**src/rtl/snake_pkg.sv**
```systemverilog
// rtl/snake_pkg.sv - shared snake game encodings, start position and coordinate widths
package snake_pkg;

  localparam int X_W = 6;
  localparam int Y_W = 5;

  localparam logic [X_W-1:0] START_X = 6'd20;
  localparam logic [Y_W-1:0] START_Y = 5'd15;

  typedef enum logic [1:0] {
    ST_IDLE = 2'b00,
    ST_PLAY = 2'b01,
    ST_DIE  = 2'b10
  } state_t;

  typedef enum logic [1:0] {
    DIR_UP    = 2'b00,
    DIR_DOWN  = 2'b01,
    DIR_LEFT  = 2'b10,
    DIR_RIGHT = 2'b11
  } dir_t;

  // Up/down and left/right differ only in bit 0.
  function automatic dir_t opposite(input dir_t d);
    return dir_t'(d ^ 2'b01);
  endfunction

endpackage

```
**src/rtl/snake_game_ctrl_if.sv**
```systemverilog
// rtl/snake_game_ctrl_if.sv - game controller signal bundle; master drives buttons/events, slave is the controller
interface snake_game_ctrl_if;
  import snake_pkg::*;

  logic           btn_start;
  logic [3:0]     dir_req;
  logic           eat;
  logic           self_hit;
  logic [X_W-1:0] head_x;
  logic [Y_W-1:0] head_y;
  logic           move_tick;
  logic [1:0]     game_state;
  logic [1:0]     direction;
  logic [4:0]     snake_len;
  logic [7:0]     score;

  modport master (
    output btn_start, dir_req, eat, self_hit,
    input  head_x, head_y, move_tick, game_state, direction, snake_len, score
  );

  modport slave (
    input  btn_start, dir_req, eat, self_hit,
    output head_x, head_y, move_tick, game_state, direction, snake_len, score
  );

endinterface

```
**src/rtl/snake_tick_gen.sv**
```systemverilog
// rtl/snake_tick_gen.sv - movement step divider; SNAKE_SPEEDUP_EN shortens the period on each eat
module snake_tick_gen
  import snake_pkg::*;
#(
  parameter int TICK_DIV = 250000
) (
  input  logic clk,
  input  logic reset,
  input  logic en,
  input  logic clear,
  input  logic eat_ok,
  output logic step
);

  localparam int CNT_W = $clog2(TICK_DIV + 1);

  logic [CNT_W-1:0] cnt;
  logic [CNT_W-1:0] period_act;

`ifdef SNAKE_SPEEDUP_EN
  localparam logic [CNT_W-1:0] DEC   = CNT_W'(TICK_DIV / 16);
  localparam logic [CNT_W-1:0] FLOOR = CNT_W'(TICK_DIV / 4);

  logic [CNT_W-1:0] period_next;

  // period_next collects eats; the running period only picks it up at a wrap.
  always_ff @(posedge clk) begin
    if (reset || clear) begin
      period_next <= CNT_W'(TICK_DIV);
      period_act  <= CNT_W'(TICK_DIV);
    end else begin
      if (eat_ok)
        period_next <= (period_next >= FLOOR + DEC) ? period_next - DEC : FLOOR;
      if (step)
        period_act <= period_next;
    end
  end
`else
  logic unused_eat_ok;
  assign unused_eat_ok = eat_ok;
  assign period_act    = CNT_W'(TICK_DIV);
`endif

  assign step = en && (cnt == period_act - CNT_W'(1));

  always_ff @(posedge clk) begin
    if (reset || clear)
      cnt <= '0;
    else if (en)
      cnt <= step ? '0 : cnt + CNT_W'(1);
  end

endmodule

```
**src/rtl/snake_game_ctrl.sv**
```systemverilog
// rtl/snake_game_ctrl.sv - snake game sequencer: IDLE/PLAY/DIE, head position, direction, length, score
module snake_game_ctrl
  import snake_pkg::*;
#(
  parameter int TICK_DIV   = 250000,
  parameter int GRID_W     = 40,
  parameter int GRID_H     = 30,
  parameter int INIT_LEN   = 3,
  parameter int MAX_LEN    = 16,
  parameter int DIE_CYCLES = 25000000
) (
  input logic              clk,
  input logic              reset,
  snake_game_ctrl_if.slave bus
);

  localparam int DIE_W = $clog2(DIE_CYCLES + 1);

  state_t            state_q, state_d;
  dir_t              dir_q, dir_d, pend_q, pend_d, req_dir;
  logic [X_W-1:0]    hx_q, hx_d, nx;
  logic [Y_W-1:0]    hy_q, hy_d, ny;
  logic [4:0]        len_q, len_d;
  logic [7:0]        score_q, score_d;
  logic [DIE_W-1:0]  die_q, die_d;
  logic              move_q, move_d;
  logic              btn_prev_q;
  logic              start_edge, play_entry, in_play, step, wall, death, eat_ok, req_ok;

  assign in_play    = (state_q == ST_PLAY);
  assign start_edge = bus.btn_start & ~btn_prev_q;
  assign play_entry = (state_q == ST_IDLE) && start_edge;

  snake_tick_gen #(.TICK_DIV(TICK_DIV)) u_tick (
    .clk    (clk),
    .reset  (reset),
    .en     (in_play),
    .clear  (play_entry),
    .eat_ok (eat_ok),
    .step   (step)
  );

  // Candidate head follows pending, which becomes the committed direction on the step.
  always_comb begin
    nx = hx_q;
    ny = hy_q;
    case (pend_q)
      DIR_UP:    ny = hy_q - Y_W'(1);
      DIR_DOWN:  ny = hy_q + Y_W'(1);
      DIR_LEFT:  nx = hx_q - X_W'(1);
      default:   nx = hx_q + X_W'(1);
    endcase
  end

  assign wall   = (nx == '0) || (nx == X_W'(GRID_W - 1)) ||
                  (ny == '0) || (ny == Y_W'(GRID_H - 1));
  assign death  = in_play && (bus.self_hit || (step && wall));
  assign eat_ok = in_play && bus.eat && !death;

  always_comb begin
    req_ok  = 1'b0;
    req_dir = DIR_RIGHT;
    case (bus.dir_req)
      4'b1000: begin req_ok = 1'b1; req_dir = DIR_UP;    end
      4'b0100: begin req_ok = 1'b1; req_dir = DIR_DOWN;  end
      4'b0010: begin req_ok = 1'b1; req_dir = DIR_LEFT;  end
      4'b0001: begin req_ok = 1'b1; req_dir = DIR_RIGHT; end
      default: ;
    endcase
  end

  always_comb begin
    state_d = state_q;
    hx_d    = hx_q;
    hy_d    = hy_q;
    dir_d   = dir_q;
    pend_d  = pend_q;
    len_d   = len_q;
    score_d = score_q;
    die_d   = die_q;
    move_d  = 1'b0;
    case (state_q)
      ST_IDLE: begin
        if (start_edge) begin
          state_d = ST_PLAY;
          hx_d    = START_X;
          hy_d    = START_Y;
          dir_d   = DIR_RIGHT;
          pend_d  = DIR_RIGHT;
          len_d   = 5'(INIT_LEN);
          score_d = '0;
        end
      end
      ST_PLAY: begin
        // Reversal is judged against the committed direction so two fast presses cannot U-turn.
        if (req_ok && (req_dir != opposite(dir_q)))
          pend_d = req_dir;
        if (death) begin
          state_d = ST_DIE;
        end else if (step) begin
          dir_d  = pend_q;
          hx_d   = nx;
          hy_d   = ny;
          move_d = 1'b1;
        end
        if (eat_ok) begin
          if (len_q < 5'(MAX_LEN))
            len_d = len_q + 5'd1;
          if (score_q != 8'hFF)
            score_d = score_q + 8'd1;
        end
      end
      ST_DIE: begin
        if (die_q == DIE_W'(DIE_CYCLES - 1)) begin
          state_d = ST_IDLE;
          die_d   = '0;
        end else begin
          die_d = die_q + DIE_W'(1);
        end
      end
      default: state_d = ST_IDLE;
    endcase
  end

  always_ff @(posedge clk) begin
    if (reset) begin
      state_q    <= ST_IDLE;
      hx_q       <= START_X;
      hy_q       <= START_Y;
      dir_q      <= DIR_RIGHT;
      pend_q     <= DIR_RIGHT;
      len_q      <= 5'(INIT_LEN);
      score_q    <= '0;
      die_q      <= '0;
      move_q     <= 1'b0;
      btn_prev_q <= 1'b0;
    end else begin
      state_q    <= state_d;
      hx_q       <= hx_d;
      hy_q       <= hy_d;
      dir_q      <= dir_d;
      pend_q     <= pend_d;
      len_q      <= len_d;
      score_q    <= score_d;
      die_q      <= die_d;
      move_q     <= move_d;
      btn_prev_q <= bus.btn_start;
    end
  end

  assign bus.head_x     = hx_q;
  assign bus.head_y     = hy_q;
  assign bus.move_tick  = move_q;
  assign bus.game_state = state_q;
  assign bus.direction  = dir_q;
  assign bus.snake_len  = len_q;
  assign bus.score      = score_q;

endmodule

```
**src/flat_wrapper.sv**
```systemverilog
// flat-port wrapper written by rule: the top's interface ports become plain ports
module snake_game_ctrl_flat import snake_pkg::*;
#(
  parameter int TICK_DIV   = 250000,
  parameter int GRID_W     = 40,
  parameter int GRID_H     = 30,
  parameter int INIT_LEN   = 3,
  parameter int MAX_LEN    = 16,
  parameter int DIE_CYCLES = 25000000
)
  (clk, reset, bus_btn_start, bus_dir_req, bus_eat, bus_self_hit, bus_head_x, bus_head_y, bus_move_tick, bus_game_state, bus_direction, bus_snake_len, bus_score);
  snake_game_ctrl_if bus_i ();
  input logic clk;
  input logic reset;
  input wire logic [$bits(bus_i.btn_start)-1:0] bus_btn_start;
  input wire logic [$bits(bus_i.dir_req)-1:0] bus_dir_req;
  input wire logic [$bits(bus_i.eat)-1:0] bus_eat;
  input wire logic [$bits(bus_i.self_hit)-1:0] bus_self_hit;
  output wire logic [$bits(bus_i.head_x)-1:0] bus_head_x;
  output wire logic [$bits(bus_i.head_y)-1:0] bus_head_y;
  output wire logic [$bits(bus_i.move_tick)-1:0] bus_move_tick;
  output wire logic [$bits(bus_i.game_state)-1:0] bus_game_state;
  output wire logic [$bits(bus_i.direction)-1:0] bus_direction;
  output wire logic [$bits(bus_i.snake_len)-1:0] bus_snake_len;
  output wire logic [$bits(bus_i.score)-1:0] bus_score;
  assign bus_i.btn_start = bus_btn_start;
  assign bus_i.dir_req = bus_dir_req;
  assign bus_i.eat = bus_eat;
  assign bus_i.self_hit = bus_self_hit;
  assign bus_head_x = bus_i.head_x;
  assign bus_head_y = bus_i.head_y;
  assign bus_move_tick = bus_i.move_tick;
  assign bus_game_state = bus_i.game_state;
  assign bus_direction = bus_i.direction;
  assign bus_snake_len = bus_i.snake_len;
  assign bus_score = bus_i.score;
  snake_game_ctrl #(.TICK_DIV(TICK_DIV), .GRID_W(GRID_W), .GRID_H(GRID_H), .INIT_LEN(INIT_LEN), .MAX_LEN(MAX_LEN), .DIE_CYCLES(DIE_CYCLES)) u_core (.clk(clk), .reset(reset), .bus(bus_i));
endmodule
```
**config.mk**
```make
export PLATFORM = sky130hd
export DESIGN_NAME = snake_game_ctrl_flat
export DESIGN_NICKNAME = d
export VERILOG_FILES = /design/src/rtl/snake_pkg.sv /design/src/rtl/snake_game_ctrl_if.sv /design/src/rtl/snake_tick_gen.sv /design/src/rtl/snake_game_ctrl.sv /design/src/flat_wrapper.sv
export SDC_FILE = /design/constraint.sdc
export NUM_CORES = 1
export LEC_CHECK = 0
export BUFFER_PORTS_ARGS = -buffer_cell sky130_fd_sc_hd__buf_4
export CORE_MARGIN = 5
export CORE_UTILIZATION = 40
export DETAILED_ROUTE_END_ITERATION = 7
export SLEW_MARGIN = 20
export SYNTH_ARGS = -nofsm -noshare
export SYNTH_HDL_FRONTEND = slang
export SYNTH_SLANG_ARGS = --single-unit
```
**constraint.sdc**
```tcl
create_clock -name clk -period 7.2 [get_ports clk]
set_clock_uncertainty 0.2 [all_clocks]
set_input_delay 1.44 -clock clk [delete_from_list [all_inputs] [get_ports clk]]
set_output_delay 1.44 -clock clk [all_outputs]
set_load 0.02 [all_outputs]
```
==> summary.md <==
| Metric | Value |
|---|---|
| Detailed-placement wirelength estimate | `slightly above 7 mm` |
| Buf/Inv on CP | `1` |
| Startpoint types | `register` |
| Placer congestion estimate | `between 0.8 and 0.9` |
| Largest net degree at the start of global routing | `31` |
| # fillers | `a little over 1k` |
| Core area | `approximately 10000 um2` |
| Top Ports | `38` |
| Largest stage delay, worst path | `0.81 ns` |
| Layout net count | `approximately 570` |
| Final Max Tran Viols | `0` |
| IO Port Bufs | `37` |
| Peak supply drop | `between 0.1 and 0.15 mV` |
| Multi-input logic area | `around 2500 um2` |
| Final std cells w/o fill | `691` |
| CTS max path bufs | `2` |
| Final WL | `~10 mm` |
| Die area | `12600 um2` |
| WS Path Type | `reg -> reg` |
| Post-Syn Area per Cell | `just over 8 um2` |
| Row count | `37` |
| Clock root buffer | `clkbuf_8` |
| Post-route antenna net violation count | `0` |
| Delay-heaviest family, CP | `compound AO/OA/AOI/OAI gates` |
| Final Hold Viols | `0` |
| First-pass GRT wire length | `about 17 mm` |
| Fmax | `approximately 0.22 GHz` |
| # placed instances | `676` |
| Setup bufs post-CTS | `0` |
| Num CTS Buffers | `9` |
| Fin crit share | `62.5%` |
| H-tree levels | `3` |
| DRT Pass-1 Iters | `6` |
| CP Data Required Time | `7.20 ns` |
| Width of the die | `112 um` |
| Worst-path clk slew | `about 0.070 ns` |
| P&R area growth vs syn | `13.1%` |
| Pleak | `1.78 nW` |
| Setup TNS | `0 ns` |
| Maximum fanout along the worst path | `21` |
| Ant diodes | `0` |
| All-Layer GR Usage | `15.9%` |
| DRC violations left | `0` |
| Min Clock Period, post-route | `between 4 and 5 ns` |
| FF+latch count, synth | `between 70 and 80` |
| Max cap viols | `0` |
| Die H | `112 um` |
| Pwr Density | `~170 nW/um2` |
| Clock Latency Late Sink | `about 0.35 ns` |
| Drt wl/cell | `14.3 um` |
| Actual slew at the worst max-slew pin | `a little over 1 ns` |
| Crit path arrival time | `4.50 ns` |
| Share of layout cells above drive strength 1 | `a little under an eighth` |
| Grt ovf | `0` |
| Final Setup Violations | `0` |
| Initial antenna violation count | `0` |
| Ys async rst share | `0%` |
| Crit-path cells | `inv_1 > nor2_1 > xnor2_1 > ha_1 > or3_4 > a211oi_2 > a211oi_1 > o211a_1 > a22oi_4 > o31ai_1 > a21boi_1 > o22ai_1` |
| Hold_buf cts | `0` |
| Syn_nets | `about 540` |
| Vias | `between 3k and 4k` |
| CTS tree | `built` |
| Clock sink total | `75` |
| Resize count post-CTS | `0` |
| Synth Warn # | `0` |
| Via-per-instance ratio | `between 5 and 6` |
| Storage cell area | `1500 um2` |
| Worst Hold Class | `reg -> reg` |
| Initial cell density of the core | `40.8%` |
| Crit-path slowest cell | `a21boi_1` |
| Sequential area share after synthesis | `a little over a third` |
| Mapped Cells | `between 500 and 600` |
| Crit end category | `register` |
| Vias in the first global route | `between 3k and 4k` |
| Status | `finished clean` |
| RSZ-0062 raised after global routing | `no` |
| DRT iter0 DRCs | `between 200 and 300` |
| Synth cell types | `70` |
| Post-synth EDFFs | `0` |
| Netlist Area Pre-Place | `around 4200 um2` |
| Post-synth top flop | `dfxtp_1` |
| Slew headroom | `32.8%` |
synthesized netlist by cell type, types with 5 or more instances:
master    instances  area (um2)
o21ai_1           6        30.0
inv_1            19        71.3
nand2b_1         10        62.6
a21oi_1          25         125
nor3_1           14        70.1
or3_1             7        43.8
nor4_1            5        31.3
nand3_1          29         145
o21ai_0          12        60.1
nand3b_1          5        37.5
nor2b_1           7        43.8
clkbuf_1          8        30.0
dfxtp_1          75        1500
xnor2_1          23         201
nor2_1           79         297
ha_1              8         100
nand4_1          15        93.8
xor2_1           22         193
nand2_1          48         180
or4_1             6        45.0
metal layers:
layer  wire length (um)  GRT usage (%)  share of wire (%)  up-vias
li1                   -              -                  -     1895
met1               4980           22.1                 50     1782
met2               4130           23.9                 42      113
met3                683           4.74                6.9        8
met4                 94           4.89               0.95        0
met5                  0              0                  0        -
final cells by class:
| type | count | share of cell area (%) |
|---|---|---|
| inverters | 19 | 1.51 |
| repair buffers | 38 | 6.04 |
| clock buffers | 12 | 2.86 |
| multi-input cells | 408 | 53.3 |
| well taps | 136 | 3.61 |
| clock inverters | 3 | 0.848 |
| flip-flops and latches | 75 | 31.8 |
cells in the final DEF, fill, tap and decap left out, drive strengths merged, types with 5 or more instances in the layout:
| cell type | netlist | routed |
|---|---|---|
| ha | 8 | 8 |
| or3 | 8 | 8 |
| dfxtp | 75 | 75 |
| nor4 | 5 | 5 |
| nor2 | 79 | 79 |
| nand2b | 10 | 10 |
| or4 | 7 | 7 |
| o21ai | 18 | 18 |
| and2 | 5 | 5 |
| nand4 | 15 | 15 |
| xnor2 | 23 | 23 |
| buf | 8 | 38 |
| clkbuf | 8 | 12 |
| nand3b | 5 | 5 |
| nand3 | 29 | 29 |
| nor3 | 14 | 14 |
| a21oi | 26 | 26 |
| nor2b | 7 | 7 |
| nand2 | 48 | 48 |
| xor2 | 22 | 22 |
| a211oi | 5 | 5 |
| inv | 19 | 19 |
sequential cells by signal (all words and copies together) (netlist names):
register	cells
u_core.bus.game_state	2
u_core.die_q	25
u_core.bus.head_x	6
u_core.bus.snake_len	5
u_core.btn_prev_q	1
u_core.bus.score	8
u_core.bus.head_y	5
u_core.u_tick.cnt	18
u_core.bus.move_tick	1
u_core.pend_q	2
u_core.bus.direction	2
power by group:
| part | internal (mW) | switching (mW) | leakage [nW] | total, mW |
|---|---|---|---|---|
| sequential | 0.417 | 0.00417 | 0.605 | 0.421 |
| combinational | 0.0175 | 0.0326 | 1.08 | 0.0501 |
| clock | 0.158 | 0.153 | 0.0902 | 0.311 |
| total | 0.592 | 0.190 | 1.78 | 0.782 |
cells by family (layout without fill, tap and decap cells):
group	Yosys count	count (layout)	synth area share (%)
DFF	75	75	36.0
AOI/OAI and AO/OA	97	97	16.5
xor gates and xnor gates	45	45	9.45
buffers and inverters	35	72	3.72
muxes	4	4	0.990
and+or+nand+nor	253	253	30.5
adders and majority gates	9	9	2.88
per-stage QoR:
step                setup WS, ns  power [mW]  hold WS, ns  util (%)  cell area [um2]
floorplan                   3.71       0.463        0.248         -             4170
global placement            2.98       0.480        0.262      44.4             4540
detailed placement          2.81       0.480        0.274      44.4             4540
CTS                         2.80       0.793        0.284      46.1             4720
global route                2.41       0.819        0.314      46.1             4720
finish                      2.70       0.782        0.297      46.1             4720
path summary, 6_finish.rpt:
path / startpoint / end / slack [ns] / cells after the start
setup / recovery: u_core.pend_q[1] / u_core.bus.head_x[3] / 2.70 / 12
hold / removal: u_core.u_tick.cnt[1] / u_core.u_tick.cnt[1] / 0.30 / 2
hold reg to reg: u_core.u_tick.cnt[1] / u_core.u_tick.cnt[1] / 0.30 / 2
setup reg to reg: u_core.pend_q[1] / u_core.bus.head_x[3] / 2.70 / 12
worst min-delay path, cell delays in order, from the launching register on:
cell     delay, ns
dfxtp_1       0.34
nand2_1       0.07
a21oi_1       0.05
Note: power is estimated with default switching activity, not from simulation.
